<file path="config.mk">
export PLATFORM = sky130hd
export DESIGN_NAME = life_sequencer
export DESIGN_NICKNAME = d
export VERILOG_FILES = /design/src/rtl/life_sequencer.sv
export SDC_FILE = /design/constraint.sdc
export NUM_CORES = 1
export LEC_CHECK = 0
export BUFFER_PORTS_ARGS = -buffer_cell sky130_fd_sc_hd__buf_2
export CAP_MARGIN = 10
export CORE_AREA = 2 2 67 75
export DETAILED_ROUTE_END_ITERATION = 6
export DIE_AREA = 0 0 69 77
export PLACE_DENSITY_LB_ADDON = 0.08
export SETUP_SLACK_MARGIN = 0.3
export SYNTH_ARGS = -nofsm -noshare
export SYNTH_HDL_FRONTEND = slang
export SYNTH_SLANG_ARGS = --single-unit
</file>
<file path="constraint.sdc">
create_clock -name clk -period 2 [get_ports clk]
set_input_delay 0.1 -clock clk [delete_from_list [all_inputs] [get_ports clk]]
set_output_delay 0.1 -clock clk [all_outputs]
set_load 0.03 [all_outputs]
</file>
<file path="src/rtl/life_sequencer.sv">
// -----------------------------------------------------------------------------
// life_sequencer
//
// Generation sequencer for the life array. Owns the cell scan counter that the
// array datapath and the cursor/editor consume, and decides per full sweep
// whether the array recirculates unchanged or loads its next generation.
// Handles run/pause, single-step, the inter-generation speed divider and the
// arbitration between evolution and pending cursor edits.
//
// Ports:
//   clk        in   clock
//   reset      in   asynchronous, active-low reset
//   run_key    in   one-cycle pulse, toggles run/pause (wins over step_key)
//   step_key   in   one-cycle pulse, request one generation while paused
//   speed      in   extra idle sweeps between generations while running
//   edit_hold  in   editor has a pending flip; blocks the start of an evolve
//   cnt        out  cell scan counter, increments every clock, wraps
//   sweep_end  out  combinational, cnt == all ones
//   evolve     out  high for every cycle of an evolving sweep
//   running    out  run mode flag
//   gen_done   out  one-cycle pulse in the cnt=0 cycle after an evolve sweep
//   gen_count  out  completed generations, wraps
//   dbg_state  out  current FSM state (0=PAUSE, 1=WAIT, 2=EVOLVE)
//
// Valid/ready: there is no handshake here. run_key/step_key are single-cycle
// strobes sampled on every rising edge; edit_hold is a level that is only
// consulted on the sweep_end edge where an evolve could start.
// -----------------------------------------------------------------------------
module life_sequencer #(
    parameter int LOG2X = 3,
    parameter int LOG2Y = 3,
    parameter int DIVW  = 8,
    parameter int GENW  = 16
) (
    input  logic                   clk,
    input  logic                   reset,
    input  logic                   run_key,
    input  logic                   step_key,
    input  logic [DIVW-1:0]        speed,
    input  logic                   edit_hold,
    output logic [LOG2X+LOG2Y-1:0] cnt,
    output logic                   sweep_end,
    output logic                   evolve,
    output logic                   running,
    output logic                   gen_done,
    output logic [GENW-1:0]        gen_count,
    output logic [1:0]             dbg_state
);

    localparam int CW = LOG2X + LOG2Y;

    typedef enum logic [1:0] {
        ST_PAUSE  = 2'd0,
        ST_WAIT   = 2'd1,
        ST_EVOLVE = 2'd2
    } state_t;

    state_t          r_state;
    state_t          w_state_nxt;

    logic [CW-1:0]   r_cnt;
    logic            r_running;
    logic            r_step_pend;
    logic [DIVW-1:0] r_div_cnt;
    logic            r_evolve;
    logic            r_gen_done;
    logic [GENW-1:0] r_gen_count;

    logic            w_sweep_end;
    logic            w_step_req;
    logic            w_load_div;
    logic            w_dec_div;
    logic            w_evolve_start;
    logic            w_gen_inc;

    assign w_sweep_end = &r_cnt;

    // A step_key in the sweep_end cycle itself must be serviced on that edge,
    // so the decision looks at the incoming strobe as well as the pending flag.
    // run_key in the same cycle cancels the step.
    assign w_step_req = r_step_pend | (step_key & ~run_key & ~r_running);

    // ---------------------------------------------------------------- state reg
    always_ff @(posedge clk or negedge reset) begin
        if (!reset) begin
            r_state <= ST_PAUSE;
        end else begin
            r_state <= w_state_nxt;
        end
    end

    // --------------------------------------------------------------- next state
    // Transitions only happen on the sweep_end edge, so every state spans
    // whole sweeps.
    always_comb begin
        w_state_nxt = r_state;
        if (w_sweep_end) begin
            case (r_state)
                ST_PAUSE: begin
                    if (r_running) begin
                        w_state_nxt = ST_WAIT;
                    end else if (w_step_req && !edit_hold) begin
                        w_state_nxt = ST_EVOLVE;
                    end
                end
                ST_WAIT: begin
                    if (!r_running) begin
                        w_state_nxt = ST_PAUSE;
                    end else if (r_div_cnt == '0 && !edit_hold) begin
                        w_state_nxt = ST_EVOLVE;
                    end
                end
                ST_EVOLVE: begin
                    // edit_hold is deliberately not looked at: an evolve
                    // sweep always runs to completion.
                    if (r_running) begin
                        w_state_nxt = ST_WAIT;
                    end else begin
                        w_state_nxt = ST_PAUSE;
                    end
                end
                default: w_state_nxt = ST_PAUSE;
            endcase
        end
    end

    // ------------------------------------------------------------ output comb
    always_comb begin
        w_load_div     = 1'b0;
        w_dec_div      = 1'b0;
        w_evolve_start = 1'b0;
        w_gen_inc      = 1'b0;
        if (w_sweep_end) begin
            // speed is sampled only here, so changing it mid-WAIT has no
            // effect until the next EVOLVE/PAUSE exit.
            w_load_div     = (r_state != ST_WAIT) && (w_state_nxt == ST_WAIT);
            w_dec_div      = (r_state == ST_WAIT) && r_running && (r_div_cnt != '0);
            w_evolve_start = (r_state != ST_EVOLVE) && (w_state_nxt == ST_EVOLVE);
            w_gen_inc      = (r_state == ST_EVOLVE);
        end
    end

    // --------------------------------------------------------------- datapath
    always_ff @(posedge clk or negedge reset) begin
        if (!reset) begin
            r_cnt       <= '0;
            r_running   <= 1'b0;
            r_step_pend <= 1'b0;
            r_div_cnt   <= '0;
            r_evolve    <= 1'b0;
            r_gen_done  <= 1'b0;
            r_gen_count <= '0;
        end else begin
            r_cnt     <= r_cnt + CW'(1);
            r_running <= r_running ^ run_key;

            // A run toggle always clears a pending step: either we start
            // running (steps are meaningless) or we were running and no step
            // could have been pending.
            if (run_key) begin
                r_step_pend <= 1'b0;
            end else if (w_evolve_start) begin
                r_step_pend <= 1'b0;
            end else if (step_key && !r_running) begin
                r_step_pend <= 1'b1;
            end

            if (w_load_div) begin
                r_div_cnt <= speed;
            end else if (w_dec_div) begin
                r_div_cnt <= r_div_cnt - DIVW'(1);
            end

            r_evolve   <= (w_state_nxt == ST_EVOLVE);
            r_gen_done <= w_gen_inc;
            if (w_gen_inc) begin
                r_gen_count <= r_gen_count + GENW'(1);
            end
        end
    end

    assign cnt       = r_cnt;
    assign sweep_end = w_sweep_end;
    assign evolve    = r_evolve;
    assign running   = r_running;
    assign gen_done  = r_gen_done;
    assign gen_count = r_gen_count;
    assign dbg_state = r_state;

endmodule

</file>
==> metrics, run 1 <==
status=complete, no violations; chip height=77 µm; Post-route DRC=0; synth-to-layout area growth=38.0%; sequential area share after synthesis=51.4%; synth unique cells=34; antenna violations before repair=0; cell family with most CP delay=simple AND/OR/NAND/NOR gates; r2r endpoint=r_div_cnt[5]; die width=69 µm; Placed Area=2100 µm²; antenna-violating nets left=0; DRT Pass-1 Iters=4; CTS H-tree lvls=2; post-synthesis simple-gate area fraction=20.6%; WP data required=2.17 ns; Clock Tree Root=clkbuf_8; wire per inst=14.0 µm; # setup viols final=0; detailed placement HPWL=2780 µm; power per standard cell area=622 nW/µm²; number of placed instances with taps included=261; Slew headroom=45.7%; CTS tree=built; post-synthesis mux area share=2.93%; Worst Skew=0.0104 ns; Max Fclk=511 MHz; total routing usage reported by global routing=15.9%; first-pass GRT wire length=6910 µm; setup slack, reg-to-reg=0.04 ns; vias in the first global route=1,498; min Tclk post-route=1.96 ns; element type at the critical path end=register; vias per inst=5.09; RSZ-0062 raised after global routing=true; largest net degree at the start of global routing=37; Diodes inserted=0; initial core utilization=38.5%; Yosys warnings=0; post-synthesis compound-gate area fraction=7.78%; largest family of logic cells by synthesized area=simple AND/OR/NAND/NOR gates; FF/Latch Area=903 µm²; Min-Delay Path Class=in -> reg; CP Data Arrival Time=2.12 ns; Least-Margin Pin Slew=0.815 ns; DIE AREA=5310 µm²; worst vdd ir=0.441 mV; worst skew pair latency=0.29 ns; Max-cap violations=0; Adder-Cell Fraction of Synth Area=2.86%; Post-Syn Instances=160; CP max-delay cell=or4_4; type of origin of the critical path=register; fin nets=247; layout cells sized above 1=40.7%; Post-synth EDFFs=0; Fillers=430; worst setup path category=reg -> reg; Slew Limit Fails=0; Design Area, Final=2420 µm²; Top Ports=41; non-filler cells, final=287; number of synthesized register bits=36; hold_ws=0.0264 ns; critical hold path startpoint=speed[0]; synthesized area=1750 µm²; clock-pin slew on the worst setup and hold paths=0.08 ns; Worst Path Buf+Inv=1; Detailed Route WL=4020 µm; global route overflow=0; final hold viol count=0; cts bufs inserted=5; commonest cells after routing, fill and taps aside=buf_2, dfrtp_1, buf_4, nand2_1, xnor2_1; Crit Path Max Fanout=10; commonest non-fill, non-tap cell in the layout=buf_2; post-route clock period utilization=97.9%; R2R cell count=6; Max Buffers Root-to-Sink=2; Initial DRC Count=39; Placer Congestion=0.747; routed via count=1,460; RR Startpoint=r_div_cnt[4]; Core Rows=26; CTS Sinks=36; Syn Area/Cell=11.0 µm²; top_reg_cell synth=dfrtp_1; IO Port Bufs=40; crit-path cells=or4_4 > nor3b_4 > nand2b_4 > buf_12 > mux2i_1 > a221o_1; post-synth net total=177; LEAKAGE=1.21 nW; Synth async-reset ratio=100%; Synth Area in XOR/XNOR=11.0%; hold depth=3; CORE AREA=4550 µm²; multi-input logic area=873 µm²; Worst Hold Path EP=r_div_cnt[0]; CP peak stage delay=0.57 ns
==> cells in the mapped netlist, types with 4 or more instances <==
| library cell | n | share of area (%) |
|---|---|---|
| and3_1 | 4 | 1.4 |
| dfrtp_1 | 36 | 51 |
| xor2_1 | 9 | 4.5 |
| mux2i_1 | 4 | 2.3 |
| nor2_1 | 11 | 2.4 |
| o21ai_0 | 6 | 1.7 |
| a21oi_1 | 4 | 1.1 |
| ha_1 | 4 | 2.9 |
| a221o_1 | 5 | 2.9 |
| nand4_1 | 5 | 1.8 |
| xnor2_1 | 13 | 6.5 |
| nand2_1 | 14 | 3.0 |
| nand3_1 | 7 | 2.0 |
| inv_1 | 11 | 2.4 |
| nor3_1 | 4 | 1.1 |
==> worst register-to-register path, stage by stage (launching register included) <==
cell	delay (ns)
dfrtp_1	0.38
or4_4	0.57
nor3b_4	0.20
nand2b_4	0.16
buf_12	0.12
mux2i_1	0.08
a221o_1	0.32
==> stage by stage <==
step                util [%]  TNS (ns)  setup slack, ns  power (mW)
detailed placement      46.1         0           0.0230       0.872
finish                  53.1         0           0.0417        1.51
global route            53.1   -0.0696          -0.0399        1.57
global placement        46.1         0           0.0732       0.871
CTS                     51.2         0           0.0590        1.52
floorplan                  -         0           0.0832       0.823
==> cells by family after synthesis <==
kind of cell / after synthesis
adders and majority gates: 4
AOI/OAI and AO/OA: 19
buffers and inverters: 14
xor gates and xnor gates: 22
and+or+nand+nor: 60
DFF: 36
muxes: 5
==> layout make-up <==
class / count / area share (%)
Multi-Input combinational cell: 110 / 36.1
Tap cell: 56 / 2.90
Timing Repair Buffer: 66 / 17.4
Clock inverter: 3 / 1.76
Clock buffer: 5 / 2.84
Sequential cell: 36 / 37.3
Inverter: 11 / 1.71
==> repair_timing <==
action | 4_1_cts | 5_1_grt
endpoints found under the hold margin | 37 | 0
setup endpoints to repair | 24 | 27
setup buffers | 9 | 7
pin swaps | 7 | 7
resized for setup | 11 | 11
hold buffers | 2 | 0
==> power by group <==
part | internal, mW | switching [mW] | total, mW
sequential | 0.742 | 0.0214 | 0.763
clock | 0.369 | 0.276 | 0.645
combinational | 0.0316 | 0.0660 | 0.0976
==> state kept, by name, summed over array words and instances (netlist names) <==
register,cells
cnt,6
dbg_state,2
evolve,1
gen_count,16
gen_done,1
r_div_cnt,8
r_step_pend,1
running,1
==> metal layers <==
metal	up-vias	wire (µm)	global-route usage (%)	part of all wire, %
li1	698	-	-	-
met1	719	1680	18.5	42
met2	38	2090	28.1	52
met3	5	196	4.73	4.9
met4	0	51	4.90	1.3
met5	-	0	0	0
==> worst max path at each step <==
stage,endpoint,depth (start not counted),start,slack (ns)
2_1_floorplan,gen_count[14],7,cnt[0],0.08
3_3_place_gp,r_div_cnt[7],6,r_div_cnt[4],0.07
3_5_place_dp,r_div_cnt[5],6,r_div_cnt[4],0.02
4_1_cts,r_div_cnt[5],6,r_div_cnt[4],0.06
5_1_grt,r_div_cnt[5],6,r_div_cnt[4],-0.04
6_report,r_div_cnt[5],6,r_div_cnt[4],0.04
No activity file was read; power rests on OpenSTA's default activity.
==> inputs of run 2 (changes only) <==
==> constraint.sdc (replaced) <==
create_clock -name clk -period 2 [get_ports clk]
set_input_delay 0.4 -clock clk [delete_from_list [all_inputs] [get_ports clk]]
set_output_delay 0.4 -clock clk [all_outputs]
set_load 0.03 [all_outputs]
==> run 2 against run 1 <==
Against the previous run: critical path depth is the same; die area is the same; worst hold slack gained 0.17 ns; power grew 1.8%; via count shrank 2.3%; critical endpoint unchanged; largest power group unchanged; highest routed layer unchanged.
==> metrics, run 2 (synthesis gave the netlist of run 1 again) <==
power per standard cell area=626 nW/µm²; Max-cap violations=0; post-route clock period utilization=98.8%; Least-Margin Pin Slew=0.814 ns; CTS Sinks=36; FF/Latch Area=903 µm²; setup slack, reg-to-reg=0.02 ns; total routing usage reported by global routing=16.5%; final hold viol count=0; CTS tree=built; Min-Delay Path Class=in -> async; RSZ-0062 raised after global routing=true; Detailed Route WL=4200 µm; global route overflow=0; Fin Setup TNS=0 ns; Placer Congestion=0.745; largest net degree at the start of global routing=37; CP max-delay cell=or4_4; Worst Skew=0.00726 ns; wire per inst=14.7 µm; CTS H-tree lvls=2; routed via count=1,427; DRT Pass-1 Iters=5; commonest cells after routing, fill and taps aside=buf_2, dfrtp_1, buf_4, xnor2_1, nand2_1; Crit Path Max Fanout=10; WP data required=2.18 ns; chip height=77 µm; LEAKAGE=1.20 nW; CP Data Arrival Time=2.15 ns; CP peak stage delay=0.57 ns; Diodes inserted=0; worst setup path category=reg -> reg; PnR worst setup slack=0.0249 ns; IO Port Bufs=40; type of origin of the critical path=register; die width=69 µm; Clock Tree Root=clkbuf_8; Fillers=426; crit-path cells=or4_4 > nor3b_4 > nand2b_4 > buf_12 > mux2i_1 > a221o_1; first-pass GRT wire length=7070 µm; Top Ports=41; Largest register FFs=16; clock-pin slew on the worst setup and hold paths=0.08 ns; Placed Area=2110 µm²; # setup viols final=0; fin nets=246; worst skew pair latency=0.30 ns; Initial DRC Count=73; status=complete, no violations; Max Fclk=506 MHz; initial core utilization=38.5%; synth-to-layout area growth=39.7%; Hold-fix buffers, CTS=0; layout cells sized above 1=42.2%; commonest non-fill, non-tap cell in the layout=buf_2; min Tclk post-route=1.98 ns; detailed placement HPWL=2830 µm; element type at the critical path end=register; antenna-violating nets left=0; vias in the first global route=1,500; antenna violations before repair=0; worst vdd ir=0.314 mV; Post-Place Worst Slack=-0.00263 ns; Max Buffers Root-to-Sink=2; CORE AREA=4550 µm²; Slew Limit Fails=0; cts bufs inserted=5; Core Rows=26; multi-input logic area=888 µm²; Slew headroom=45.7%; vias per inst=4.99; Post-route DRC=0; Design Area, Final=2450 µm²; DIE AREA=5310 µm²
[run 2: layout make-up]
class / count / area share (%)
Sequential cell: 36 / 36.9
Tap cell: 56 / 2.86
Timing Repair Buffer: 65 / 17.6
Clock buffer: 5 / 2.81
Inverter: 11 / 1.69
Clock inverter: 3 / 1.89
Multi-Input combinational cell: 110 / 36.3
[run 2: metrics by stage]
step           std cells  total power, mW  hold slack [ns]  util [%]
3_3_place_gp         262            0.871            0.454      46.2
6_report             286             1.53            0.195      53.8
2_1_floorplan        160            0.823            0.104         -
4_1_cts              281             1.54            0.230      51.6
5_1_grt              286             1.59            0.262      53.8
3_5_place_dp         262            0.874            0.460      46.2
[run 2: worst paths after layout]
kind,start,endpoint,cells after the start
hold / removal,reset,gen_count[6],1
min in group clk,run_key,r_step_pend,2
setup / recovery,r_div_cnt[4],r_div_cnt[5],6
setup reg to reg,r_div_cnt[4],r_div_cnt[5],6
max in group asynchronous,reset,cnt[1],1
hold reg to reg,gen_count[15],gen_count[15],1
[run 2: routing by layer]
metal | GRT usage [%] | part of all wire, %
met2 | 26.2 | 50
met5 | 0 | 0
met1 | 21.6 | 44
met3 | 3.42 | 4.7
met4 | 7.84 | 1.5
[run 2: where the power goes]
part / switching (mW) / leakage, nW / internal (mW)
clock: 0.293 / 0.0548 / 0.376
combinational: 0.0685 / 0.691 / 0.0311
sequential: 0.0227 / 0.457 / 0.742
total: 0.385 / 1.20 / 1.15
[run 2: repair_timing]
action                                 CTS  global route
buffers inserted                        11             5
setup endpoints to repair               22            27
endpoints found under the hold margin    0             0
gates resized for setup                 12            17
pin swaps                                6            11
cloned                                   0             0
[run 2: worst max-delay path: cells and delay by family (launching register included)]
kind | cells | cell delay, ns
AND/OR/NAND/NOR | 3 | 0.95
flip-flops | 1 | 0.39
AO/OA/AOI/OAI | 1 | 0.32
buffers and inverters | 1 | 0.12
multiplexers | 1 | 0.07
==> inputs of run 3 (changes only) <==
BUFFER_PORTS_ARGS = default   (was -buffer_cell sky130_fd_sc_hd__buf_2)
DONT_BUFFER_PORTS = 1   (was default)
==> run 3 against run 2 <==
Against the previous run: combinational power is essentially flat; register-to-register slack gained 0.06 ns; non-clock buffer count shrank 25; wire length shrank 8.9%; critical endpoint is now r_div_cnt[7]; largest cell class unchanged; first-iteration DRC count shrank 41%; global-route usage shrank 1.3 points; sequential power shrank 0.5%; setup slack gained 0.061 ns.
==> metrics, run 3 (synthesis gave the netlist of run 1 again) <==
global route overflow=0; Least-Margin Pin Slew=0.408 ns; Switching Share=24.5%; Clock Tree Root=clkbuf_8; type of origin of the critical path=register; fin nets=221; clock-pin slew on the worst setup and hold paths=0.07 ns; Diodes inserted=0; Top Ports=41; Fillers=420; synth-to-layout area growth=34.0%; hold_ws=0.176 ns; Max Fclk=522 MHz; IO Port Bufs=0; vias per inst=5.13; power per standard cell area=594 nW/µm²; cts bufs inserted=5; commonest non-fill, non-tap cell in the layout=dfrtp_1; multi-input logic area=878 µm²; worst skew pair latency=0.29 ns; Slew headroom=72.8%; worst vdd ir=0.382 mV; CTS Sinks=36; wire per inst=14.6 µm; Top Metal Used=met4; min Tclk post-route=1.91 ns; Placer Congestion=0.757; CP Data Arrival Time=2.08 ns; Max-cap violations=0; Detailed Route WL=3820 µm; antenna-violating nets left=0; clock power share=38.4%; Logic pwr share=7.2%; Crit Path Max Fanout=10; vias in the first global route=1,380; Min-Delay Path Class=in -> reg; status=complete, no violations; CTS tree=built; layout cells sized above 1=32.2%; Worst Skew=0.00600 ns; post-route clock period utilization=95.7%; Initial DRC Count=43; total routing usage reported by global routing=15.3%; # setup viols final=0; DIE AREA=5310 µm²; chip height=77 µm; die width=69 µm; RSZ-0062 raised after global routing=true; Pint=1.05 mW; sequential share of power=54.4%; number of placed instances with taps included=243; first-pass GRT wire length=6500 µm; Fin Setup TNS=0 ns; wire length on met3=210 µm; Largest register FFs=16; element type at the critical path end=register; CORE AREA=4550 µm²; DRT Pass-1 Iters=4; Met1 Wirelength=1650 µm; detailed placement HPWL=2740 µm; worst setup path category=reg -> reg; Slew Limit Fails=0; met2 WL post-DR=1900 µm; Final Util=51.6%; antenna violations before repair=0; WP data required=2.17 ns; Post-route DRC=0; FF/Latch Area=903 µm²; CTS H-tree lvls=2; initial core utilization=38.5%; LEAKAGE=1.10 nW; largest net degree at the start of global routing=37; Core Rows=26; commonest cells after routing, fill and taps aside=dfrtp_1, buf_4, nand2_1, xnor2_1; non-filler cells, final=261; routed via count=1,340; switching power=0.341 mW; Max Buffers Root-to-Sink=2; final hold viol count=0
## run 3: cell types whose count changed in the layout (fill, tap and decap cells not counted), sizes merged
cell	previous run	this run
buf	65	39
inv	12	11
clkbuf	5	7
dlygate4sd3	0	1
bufinv	1	0
## run 3: worst max-delay path: stages, from the launching register on
cell and delay (ns):
dfrtp_1 0.39, or4_4 0.57, nor3b_4 0.20, nand2b_4 0.16
buf_12 0.12, mux2i_1 0.07, a221o_1 0.30
## run 3: through the flow
step	area, µm²	power, mW	setup WS [ns]
after floorplan	1780	0.823	0.0832
after global placement	2080	0.851	0.114
after detailed placement	2080	0.851	0.0733
after CTS	2300	1.42	0.0931
after global routing	2350	1.47	0.0198
final	2350	1.40	0.0857
## run 3: power groups by stage
stage / registers (mW) / logic [mW] / clock network, mW
floorplan: 0.792 / 0.0306 / 0
global placement: 0.774 / 0.0775 / 0
detailed placement: 0.774 / 0.0769 / 0
CTS: 0.760 / 0.101 / 0.555
global route: 0.762 / 0.110 / 0.599
finish: 0.760 / 0.100 / 0.536
## run 3: area by class of cell
type                            count  area share (%)
Timing Repair Buffer               40            15.4
Sequential cell                    36            38.4
Inverter                           11            1.76
Multi-Input combinational cell    110            37.4
Clock buffer                        7            3.67
Clock inverter                      1           0.319
Tap cell                           56            2.98
## run 3: repair_timing
item | in CTS | in global routing
endpoints found under the hold margin | 36 | 0
hold buffers | 2 | 0
pin swaps | 9 | 8
resized for setup | 14 | 9
endpoints found under the setup margin | 22 | 24
buffers inserted | 6 | 2
## run 3: worst paths after layout
kind	startpoint	to	slack [ns]	cells past startpoint
max	r_div_cnt[2]	r_div_cnt[7]	0.09	6
min	run_key	r_step_pend	0.18	1
max reg2reg	r_div_cnt[2]	r_div_cnt[7]	0.09	6
min reg2reg	cnt[0]	cnt[1]	0.53	1
max in group asynchronous	reset	cnt[1]	1.23	2
min in group asynchronous	reset	gen_count[11]	0.56	2
## run 3: layer usage
layer	global-route usage (%)	up-vias
li1	-	644
met1	18.6	649
met2	25.0	41
met3	4.86	6
met4	5.88	0
met5	0	-
